<file path="src/rtl/allocator_pkg.sv">
// Shared bridge definitions: page and word widths, packet-buffer request
// layout, end-of-packet decode and the allocator state encoding.
package allocator_pkg;

   localparam int unsigned LL_PG_ASZ = 6;
   localparam logic [LL_PG_ASZ-1:0] LL_ENDPAGE = '1;

   typedef enum logic [1:0] {
      PCC_DATA   = 2'b00,
      PCC_SOP    = 2'b01,
      PCC_EOP    = 2'b10,
      PCC_BADEOP = 2'b11
   } pcc_t;

   typedef struct packed {
      pcc_t        pcc;
      logic [31:0] data;
   } prw_t;

   localparam int unsigned PFW_SZ = $bits(prw_t);

   typedef struct packed {
      logic [1:0]           port;
      logic                 write;
      logic [LL_PG_ASZ+1:0] addr;
      logic [PFW_SZ-1:0]    data;
   } pbr_t;

   localparam int unsigned PBR_SZ = $bits(pbr_t);

   typedef enum logic [2:0] {
      s_idle, s_req, s_reply, s_link, s_write, s_term, s_fib
   } state_t;

   function automatic logic any_eop(input pcc_t pcc);
      return (pcc == PCC_EOP) || (pcc == PCC_BADEOP);
   endfunction

endpackage

</file>
<file path="src/rtl/allocator_sd_iohalf.sv">
// Half-rate single-entry buffer; c_drdy comes straight from a flop so the
// upstream ready path is fully registered.
module sd_iohalf #(
   parameter int unsigned width = 8
) (
   input  logic             clk,
   input  logic             reset,
   input  logic             c_srdy,
   output logic             c_drdy,
   input  logic [width-1:0] c_data,
   output logic             p_srdy,
   input  logic             p_drdy,
   output logic [width-1:0] p_data
);

   logic occupied, occ_nxt, drdy_r;
   logic [width-1:0] hold;

   always_comb begin
      occ_nxt = occupied;
      if (!occupied && c_srdy && drdy_r)
         occ_nxt = 1'b1;
      else if (occupied && p_drdy)
         occ_nxt = 1'b0;
   end

   // drdy_r stays low for the first cycle out of reset, then tracks !occupied
   always_ff @(posedge clk) begin
      if (reset) begin
         occupied <= 1'b0;
         drdy_r   <= 1'b0;
      end else begin
         occupied <= occ_nxt;
         drdy_r   <= ~occ_nxt;
      end
   end

   always_ff @(posedge clk) begin
      if (c_srdy && drdy_r)
         hold <= c_data;
   end

   assign c_drdy = drdy_r;
   assign p_srdy = occupied;
   assign p_data = hold;

endmodule

</file>
<file path="src/rtl/allocator.sv">
// Ingress page allocator: pops free pages, writes packet words four lines per
// page, chains pages with link writes and hands the start page to the FIB.
module allocator
   import allocator_pkg::*;
(
   input  logic                   clk,
   input  logic                   reset,
   input  logic [1:0]             port_num,
   input  logic                   rx_srdy,
   output logic                   rx_drdy,
   input  logic [PFW_SZ-1:0]      rx_data,
   output logic                   par_srdy,
   input  logic                   par_drdy,
   input  logic                   parr_srdy,
   output logic                   parr_drdy,
   input  logic [LL_PG_ASZ-1:0]   parr_page,
   output logic                   lnp_srdy,
   input  logic                   lnp_drdy,
   output logic [2*LL_PG_ASZ-1:0] lnp_data,
   output logic                   pbwr_srdy,
   input  logic                   pbwr_drdy,
   output logic [PBR_SZ-1:0]      pbwr_data,
   output logic                   a2f_srdy,
   input  logic                   a2f_drdy,
   output logic [LL_PG_ASZ-1:0]   a2f_data
);

   logic              b_srdy, b_drdy;
   logic [PFW_SZ-1:0] b_data;
   prw_t              b_word;
   pbr_t              wr;

   state_t               state, state_nxt;
   logic                 first, first_nxt;
   logic [LL_PG_ASZ-1:0] start, start_nxt, cur, cur_nxt, nxt, nxt_nxt;
   logic [1:0]           lcount, lcount_nxt;

   sd_iohalf #(.width(PFW_SZ)) rx_buf (
      .clk    (clk),
      .reset  (reset),
      .c_srdy (rx_srdy),
      .c_drdy (rx_drdy),
      .c_data (rx_data),
      .p_srdy (b_srdy),
      .p_drdy (b_drdy),
      .p_data (b_data)
   );

   assign b_word = prw_t'(b_data);

   always_comb begin
      wr       = '0;
      wr.data  = b_data;
      wr.addr  = {cur, lcount};
      wr.write = 1'b1;
      wr.port  = port_num;
   end

   assign pbwr_data = wr;
   assign a2f_data  = start;

   always_comb begin
      state_nxt  = state;
      first_nxt  = first;
      start_nxt  = start;
      cur_nxt    = cur;
      nxt_nxt    = nxt;
      lcount_nxt = lcount;
      par_srdy   = 1'b0;
      parr_drdy  = 1'b0;
      lnp_srdy   = 1'b0;
      lnp_data   = {cur, nxt};
      pbwr_srdy  = 1'b0;
      b_drdy     = 1'b0;
      a2f_srdy   = 1'b0;
      case (state)
         s_idle:
            if (b_srdy) state_nxt = s_req;
         s_req: begin
            par_srdy = 1'b1;
            if (par_drdy) state_nxt = s_reply;
         end
         s_reply: begin
            parr_drdy = 1'b1;
            if (parr_srdy) begin
               if (first) begin
                  start_nxt  = parr_page;
                  cur_nxt    = parr_page;
                  lcount_nxt = '0;
                  first_nxt  = 1'b0;
                  state_nxt  = s_write;
               end else begin
                  nxt_nxt   = parr_page;
                  state_nxt = s_link;
               end
            end
         end
         s_link: begin
            lnp_srdy = 1'b1;
            if (lnp_drdy) begin
               cur_nxt    = nxt;
               lcount_nxt = '0;
               state_nxt  = s_write;
            end
         end
         s_write: begin
            pbwr_srdy = b_srdy;
            b_drdy    = pbwr_drdy;
            // end of packet wins over page full, so no spare page is taken
            if (b_srdy && pbwr_drdy) begin
               lcount_nxt = lcount + 2'd1;
               if (any_eop(b_word.pcc))
                  state_nxt = s_term;
               else if (lcount == 2'd3)
                  state_nxt = s_req;
            end
         end
         s_term: begin
            lnp_srdy = 1'b1;
            lnp_data = {cur, LL_ENDPAGE};
            if (lnp_drdy) state_nxt = s_fib;
         end
         s_fib: begin
            a2f_srdy = 1'b1;
            if (a2f_drdy) begin
               first_nxt  = 1'b1;
               lcount_nxt = '0;
               state_nxt  = s_idle;
            end
         end
         default: state_nxt = s_idle;
      endcase
   end

   always_ff @(posedge clk) begin
      if (reset) begin
         state  <= s_idle;
         first  <= 1'b1;
         start  <= '0;
         cur    <= '0;
         nxt    <= '0;
         lcount <= '0;
      end else begin
         state  <= state_nxt;
         first  <= first_nxt;
         start  <= start_nxt;
         cur    <= cur_nxt;
         nxt    <= nxt_nxt;
         lcount <= lcount_nxt;
      end
   end

endmodule

</file>
<file path="config.mk">
export PLATFORM = sky130hd
export DESIGN_NAME = allocator
export DESIGN_NICKNAME = d
export VERILOG_FILES = /design/src/rtl/allocator_pkg.sv /design/src/rtl/allocator_sd_iohalf.sv /design/src/rtl/allocator.sv
export SDC_FILE = /design/constraint.sdc
export NUM_CORES = 1
export LEC_CHECK = 0
export ABC_AREA = 1
export CORE_ASPECT_RATIO = 0.75
export CORE_MARGIN = 1.5
export CORE_UTILIZATION = 43
export CTS_CLUSTER_SIZE = 40
export DETAILED_ROUTE_END_ITERATION = 7
export PLACE_DENSITY = 0.85
export SETUP_SLACK_MARGIN = 0.3
export SLEW_MARGIN = 15
export SYNTH_ARGS = -nofsm -noshare
export SYNTH_HDL_FRONTEND = slang
export SYNTH_SLANG_ARGS = --single-unit
</file>
<file path="constraint.sdc">
create_clock -name clk -period 2.3 [get_ports clk]
set_clock_uncertainty 0.1 [all_clocks]
set_input_delay 0.345 -clock clk [delete_from_list [all_inputs] [get_ports clk]]
set_output_delay 0.345 -clock clk [all_outputs]
set_load 0.01 [all_outputs]
</file>
==> report_table.html <==
<table>
<tr><th>Metric</th><th>Value</th></tr>
<tr><th colspan="2">STA</th></tr>
<tr><td>Setup violation total in the final timing report</td><td>0</td></tr>
<tr><td>Fin. Hold Viols</td><td>0</td></tr>
<tr><td>Final min period</td><td>1.89 ns</td></tr>
<tr><td>Setup repair after global routing missed its margin</td><td>false</td></tr>
<tr><td>Maximum operating frequency</td><td>528 MHz</td></tr>
<tr><td>Minimum setup slack in the final design</td><td>0.407 ns</td></tr>
<tr><td>Final slew viol count</td><td>0</td></tr>
<tr><td>Final worst-path cycle share</td><td>82.3%</td></tr>
<tr><td>Final hold slack</td><td>0.380 ns</td></tr>
<tr><td>Aggregate negative setup slack</td><td>0 ns</td></tr>
<tr><th colspan="2">Drt</th></tr>
<tr><td>Via-per-instance ratio</td><td>4.73</td></tr>
<tr><td>Highest signal layer in the routed design</td><td>met4</td></tr>
<tr><td>Detailed-route DRC error count</td><td>0</td></tr>
<tr><td>Starting DRC count in detailed routing</td><td>64</td></tr>
<tr><td>1st-pass router iterations</td><td>4</td></tr>
<tr><td>Metal-1 WL</td><td>2520 um</td></tr>
<tr><td>Routed WL</td><td>5990 um</td></tr>
<tr><td>Met3 wire length</td><td>518 um</td></tr>
<tr><td>Metal2 WL</td><td>2900 um</td></tr>
<tr><td>Vias post-DR</td><td>2086</td></tr>
<tr><td>Count of nets left with antenna violations after detail routing</td><td>0</td></tr>
<tr><td>Routed wire length per instance</td><td>13.6 um</td></tr>
<tr><th colspan="2">Clocking</th></tr>
<tr><td>Clock sink count</td><td>60</td></tr>
<tr><td>Number of buffers created by CTS</td><td>9</td></tr>
<tr><td>CTS tree</td><td>built</td></tr>
<tr><td>Clock network latency to the later pin of the worst-skew pair</td><td>0.33 ns</td></tr>
<tr><td>CTS max path bufs</td><td>2</td></tr>
<tr><td>Count of hold-fix buffers inserted at cts</td><td>0</td></tr>
<tr><td>Clock tree root buffer cell</td><td>sky130_fd_sc_hd__clkbuf_8</td></tr>
<tr><td>Clock slew at reported path FFs</td><td>0.07 ns</td></tr>
<tr><td>H-tree depth reported by CTS</td><td>3</td></tr>
<tr><th colspan="2">Pwr</th></tr>
<tr><td>Internal Pwr Total</td><td>0.00221 W</td></tr>
<tr><td>Total power after layout</td><td>0.00320 W</td></tr>
<tr><td>Pleak</td><td>1.54 nW</td></tr>
<tr><td>Highest ir drop seen on vdd</td><td>0.477 mV</td></tr>
<tr><td>Switching pwr</td><td>0.000991 W</td></tr>
<tr><td>Pwr/cell area</td><td>851 mW/mm2</td></tr>
<tr><td>Combinational Power Share</td><td>28.8%</td></tr>
<tr><td>Sequential cell fraction of total power</td><td>42.0%</td></tr>
<tr><td>Relative contribution of the clock network to total power</td><td>29.3%</td></tr>
<tr><td>Switching portion of total power</td><td>31.0%</td></tr>
<tr><th colspan="2">Place</th></tr>
<tr><td>Routability Congestion</td><td>0.916</td></tr>
<tr><td>Worst-case setup slack after placement</td><td>0.291 ns</td></tr>
<tr><td>Count of buffers from port buffering</td><td>113</td></tr>
<tr><td>Detailed placer's ending HPWL</td><td>4510 um</td></tr>
<tr><th colspan="2">Global routing</th></tr>
<tr><td>Initial antenna violation count</td><td>0</td></tr>
<tr><td>Congestion Overflow GR</td><td>0</td></tr>
<tr><td>All-layer global routing usage</td><td>19.9%</td></tr>
<tr><td>Global-route wire length before repair</td><td>8760 um</td></tr>
<tr><td>Via count of the first global-routing pass</td><td>1905</td></tr>
<tr><td>Maximum number of pins on one net before global-route repair</td><td>35</td></tr>
<tr><th colspan="2">Yosys</th></tr>
<tr><td>Synthesized instance count</td><td>245</td></tr>
<tr><td>Area share of the leading cell type in the synthesized netlist</td><td>42.7%</td></tr>
<tr><td>Count of synthesis-stage warnings from yosys</td><td>0</td></tr>
<tr><td>Syn_nets</td><td>296</td></tr>
<tr><td>Post-synthesis sequential element count</td><td>60</td></tr>
<tr><td>Library cells used by synthesis</td><td>20</td></tr>
<tr><td>Synthesized cell area</td><td>0.00239 mm2</td></tr>
<tr><td>Part of the Yosys area used for sequential elements</td><td>64.5%</td></tr>
<tr><td>Largest area contributor in the netlist</td><td>sky130_fd_sc_hd__edfxtp_1</td></tr>
<tr><td>Mean instance size in the synthesized netlist</td><td>9.76 um2</td></tr>
<tr><td>Leading post-synthesis cells by cell area</td><td>sky130_fd_sc_hd__edfxtp_1 43%, sky130_fd_sc_hd__dfxtp_1 22%, sky130_fd_sc_hd__nand2_1 8.5%</td></tr>
<tr><th colspan="2">Worst setup path</th></tr>
<tr><td>Worst R2R Start</td><td>state[1]</td></tr>
<tr><td>Setup crit start kind</td><td>flip-flop</td></tr>
<tr><td>Largest driver fanout on the critical path</td><td>5</td></tr>
<tr><td>Slack of the worst reg-to-reg path</td><td>0.64 ns</td></tr>
<tr><td>Number of cells traversed by the worst register-to-register path</td><td>9</td></tr>
<tr><td>Critical path data arrival time</td><td>1.45 ns</td></tr>
<tr><td>Reg-to-reg critical path endpoint</td><td>cur[2]</td></tr>
<tr><td>Worst Setup Path Type</td><td>reg2out</td></tr>
<tr><td>Required time worst endpoint</td><td>1.86 ns</td></tr>
<tr><td>Sort of element at the end of the critical path</td><td>output port</td></tr>
<tr><th colspan="2">Final layout</th></tr>
<tr><td>Total number of nets in the final design</td><td>412</td></tr>
<tr><td>Commonest non-fill, non-tap cells in the layout</td><td>103 x sky130_fd_sc_hd__clkdlybuf4s50_1, 54 x sky130_fd_sc_hd__nand2_1, 34 x sky130_fd_sc_hd__edfxtp_1, 30 x sky130_fd_sc_hd__nor2_1, 24 x sky130_fd_sc_hd__inv_1</td></tr>
<tr><td>Most common cell after layout, fill and taps aside</td><td>sky130_fd_sc_hd__clkdlybuf4s50_1</td></tr>
<tr><td>Antenna cell count</td><td>0</td></tr>
<tr><td>Layout overhead on the synthesized area</td><td>57.2%</td></tr>
<tr><td>Footprint of the flip-flops and latches</td><td>0.00155 mm2</td></tr>
<tr><td>Fill cell total of the finished layout</td><td>457</td></tr>
<tr><td>Area taken by multi-input logic gates</td><td>642 um2</td></tr>
<tr><td>Fraction of final layout cells with drive strength greater than 1</td><td>10.1%</td></tr>
<tr><th colspan="2">Worst hold path</th></tr>
<tr><td>Startpoint of the most critical hold path</td><td>nxt[4]</td></tr>
<tr><td>WHS Endpoint</td><td>nxt[4]</td></tr>
<tr><td>Hold WC Path Type</td><td>reg2reg</td></tr>
<tr><td>Worst hold path depth</td><td>2</td></tr>
<tr><th colspan="2">Floorplanning</th></tr>
<tr><td>Initial core utilization</td><td>44.7%</td></tr>
<tr><td>Overall die height</td><td>67.6 um</td></tr>
<tr><td>Count of pins on the block boundary</td><td>119</td></tr>
<tr><td>Row Count</td><td>23</td></tr>
<tr><td>Area of the die</td><td>0.00602 mm2</td></tr>
<tr><td>Die Width</td><td>89.1 um</td></tr>
<tr><td>Floorplan core area</td><td>0.00535 mm2</td></tr>
<tr><th colspan="2">Flow run</th></tr>
<tr><td>Max-cap check violation count</td><td>0</td></tr>
<tr><th colspan="2">Run status</th></tr>
<tr><td>Result of the run</td><td>complete, no violations</td></tr>
</table>
## per-stage QoR
step                      instance area, um2  utilization [%]  cells
after CTS                               3750             70.1    441
final                                   3760             70.2    441
after global routing                    3760             70.2    441
after global placement                  3520             65.8    421
after detailed placement                3520             65.8    421
after floorplan                         2390                -    245
## power groups by stage
stage | Combinational, W | Clock [W] | Sequential (W)
finish | 0.000920 | 0.000937 | 0.00134
global route | 0.00101 | 0.00101 | 0.00136
CTS | 0.000915 | 0.000961 | 0.00134
detailed placement | 0.000885 | 0 | 0.00137
global placement | 0.000865 | 0 | 0.00136
floorplan | 0.000483 | 0 | 0.00137
## final cells by class
class	instances	area share (%)
Clock buffer	9	3.30
Clock inverter	7	2.00
Inverter	26	2.66
Multi-Input combinational cell	144	17.1
Sequential cell	60	41.3
Tap cell	75	2.50
Timing Repair Buffer	120	31.2
## cell usage after synthesis
| library cell | n |
|---|---|
| sky130_fd_sc_hd__nand2_1 | 54 |
| sky130_fd_sc_hd__edfxtp_1 | 34 |
| sky130_fd_sc_hd__nor2_1 | 33 |
| sky130_fd_sc_hd__dfxtp_1 | 26 |
| sky130_fd_sc_hd__inv_1 | 25 |
| sky130_fd_sc_hd__o21ai_0 | 22 |
| sky130_fd_sc_hd__a21oi_1 | 17 |
| sky130_fd_sc_hd__buf_4 | 10 |
| sky130_fd_sc_hd__nand3_1 | 9 |
| sky130_fd_sc_hd__buf_6 | 3 |
| sky130_fd_sc_hd__nor2_2 | 3 |
| sky130_fd_sc_hd__buf_2 | 1 |
| sky130_fd_sc_hd__clkbuf_1 | 1 |
| sky130_fd_sc_hd__conb_1 | 1 |
| sky130_fd_sc_hd__ha_1 | 1 |
| sky130_fd_sc_hd__inv_2 | 1 |
| sky130_fd_sc_hd__nand3_2 | 1 |
| sky130_fd_sc_hd__nor2_4 | 1 |
| sky130_fd_sc_hd__nor3_1 | 1 |
| sky130_fd_sc_hd__or2_0 | 1 |
## metal layers
| metal | up-vias | track usage (%) |
|---|---|---|
| li1 | 1020 | - |
| met1 | 966 | 24.2 |
| met2 | 94 | 32.6 |
| met3 | 6 | 7.95 |
| met4 | 0 | 6.54 |
| met5 | - | 0 |
## logic make-up (layout without fill, tap and decap cells)
family	Yosys count	after routing	synth area share, %
buf+inv	41	162	9.00
compound gates	39	39	8.16
flops	60	60	64.5
fa+ha+maj	1	1	0.523
simple gates	103	103	17.7
other cells	1	1	0.157
## critical path: stages, from the launching register on
cell and delay [ns]:
sky130_fd_sc_hd__dfxtp_4 0.37, sky130_fd_sc_hd__nand2_1 0.06, sky130_fd_sc_hd__nor2_2 0.13, sky130_fd_sc_hd__clkdlybuf4s50_1 0.56
## state kept, by name, summed over array words and instances (netlist names)
signal         cells
rx_buf.p_data     34
a2f_data           6
cur                6
nxt                6
state              3
lcount             2
first              1
rx_buf.c_drdy      1
rx_buf.p_srdy      1
## repair_timing
| item | in CTS | in global routing |
|---|---|---|
| endpoints found under the setup margin | 11 | 3 |
| pin swaps | 1 | 0 |
| cloned | 0 | 0 |
| setup buffers | 4 | 0 |
| gates resized for setup | 18 | 5 |
## worst max path at each step
stage | start | end | slack (ns) | cells after the start
final | state[1] | a2f_srdy | 0.41 | 3
after global routing | state[1] | a2f_srdy | 0.33 | 3
after CTS | state[0] | lnp_data[4] | 0.20 | 5
after detailed placement | state[2] | lnp_data[2] | 0.29 | 5
after global placement | state[2] | lnp_srdy | 0.33 | 5
after floorplan | rx_buf.c_drdy | rx_buf.p_data[0] | 0.70 | 2
Note: power is estimated with default switching activity, not from simulation.
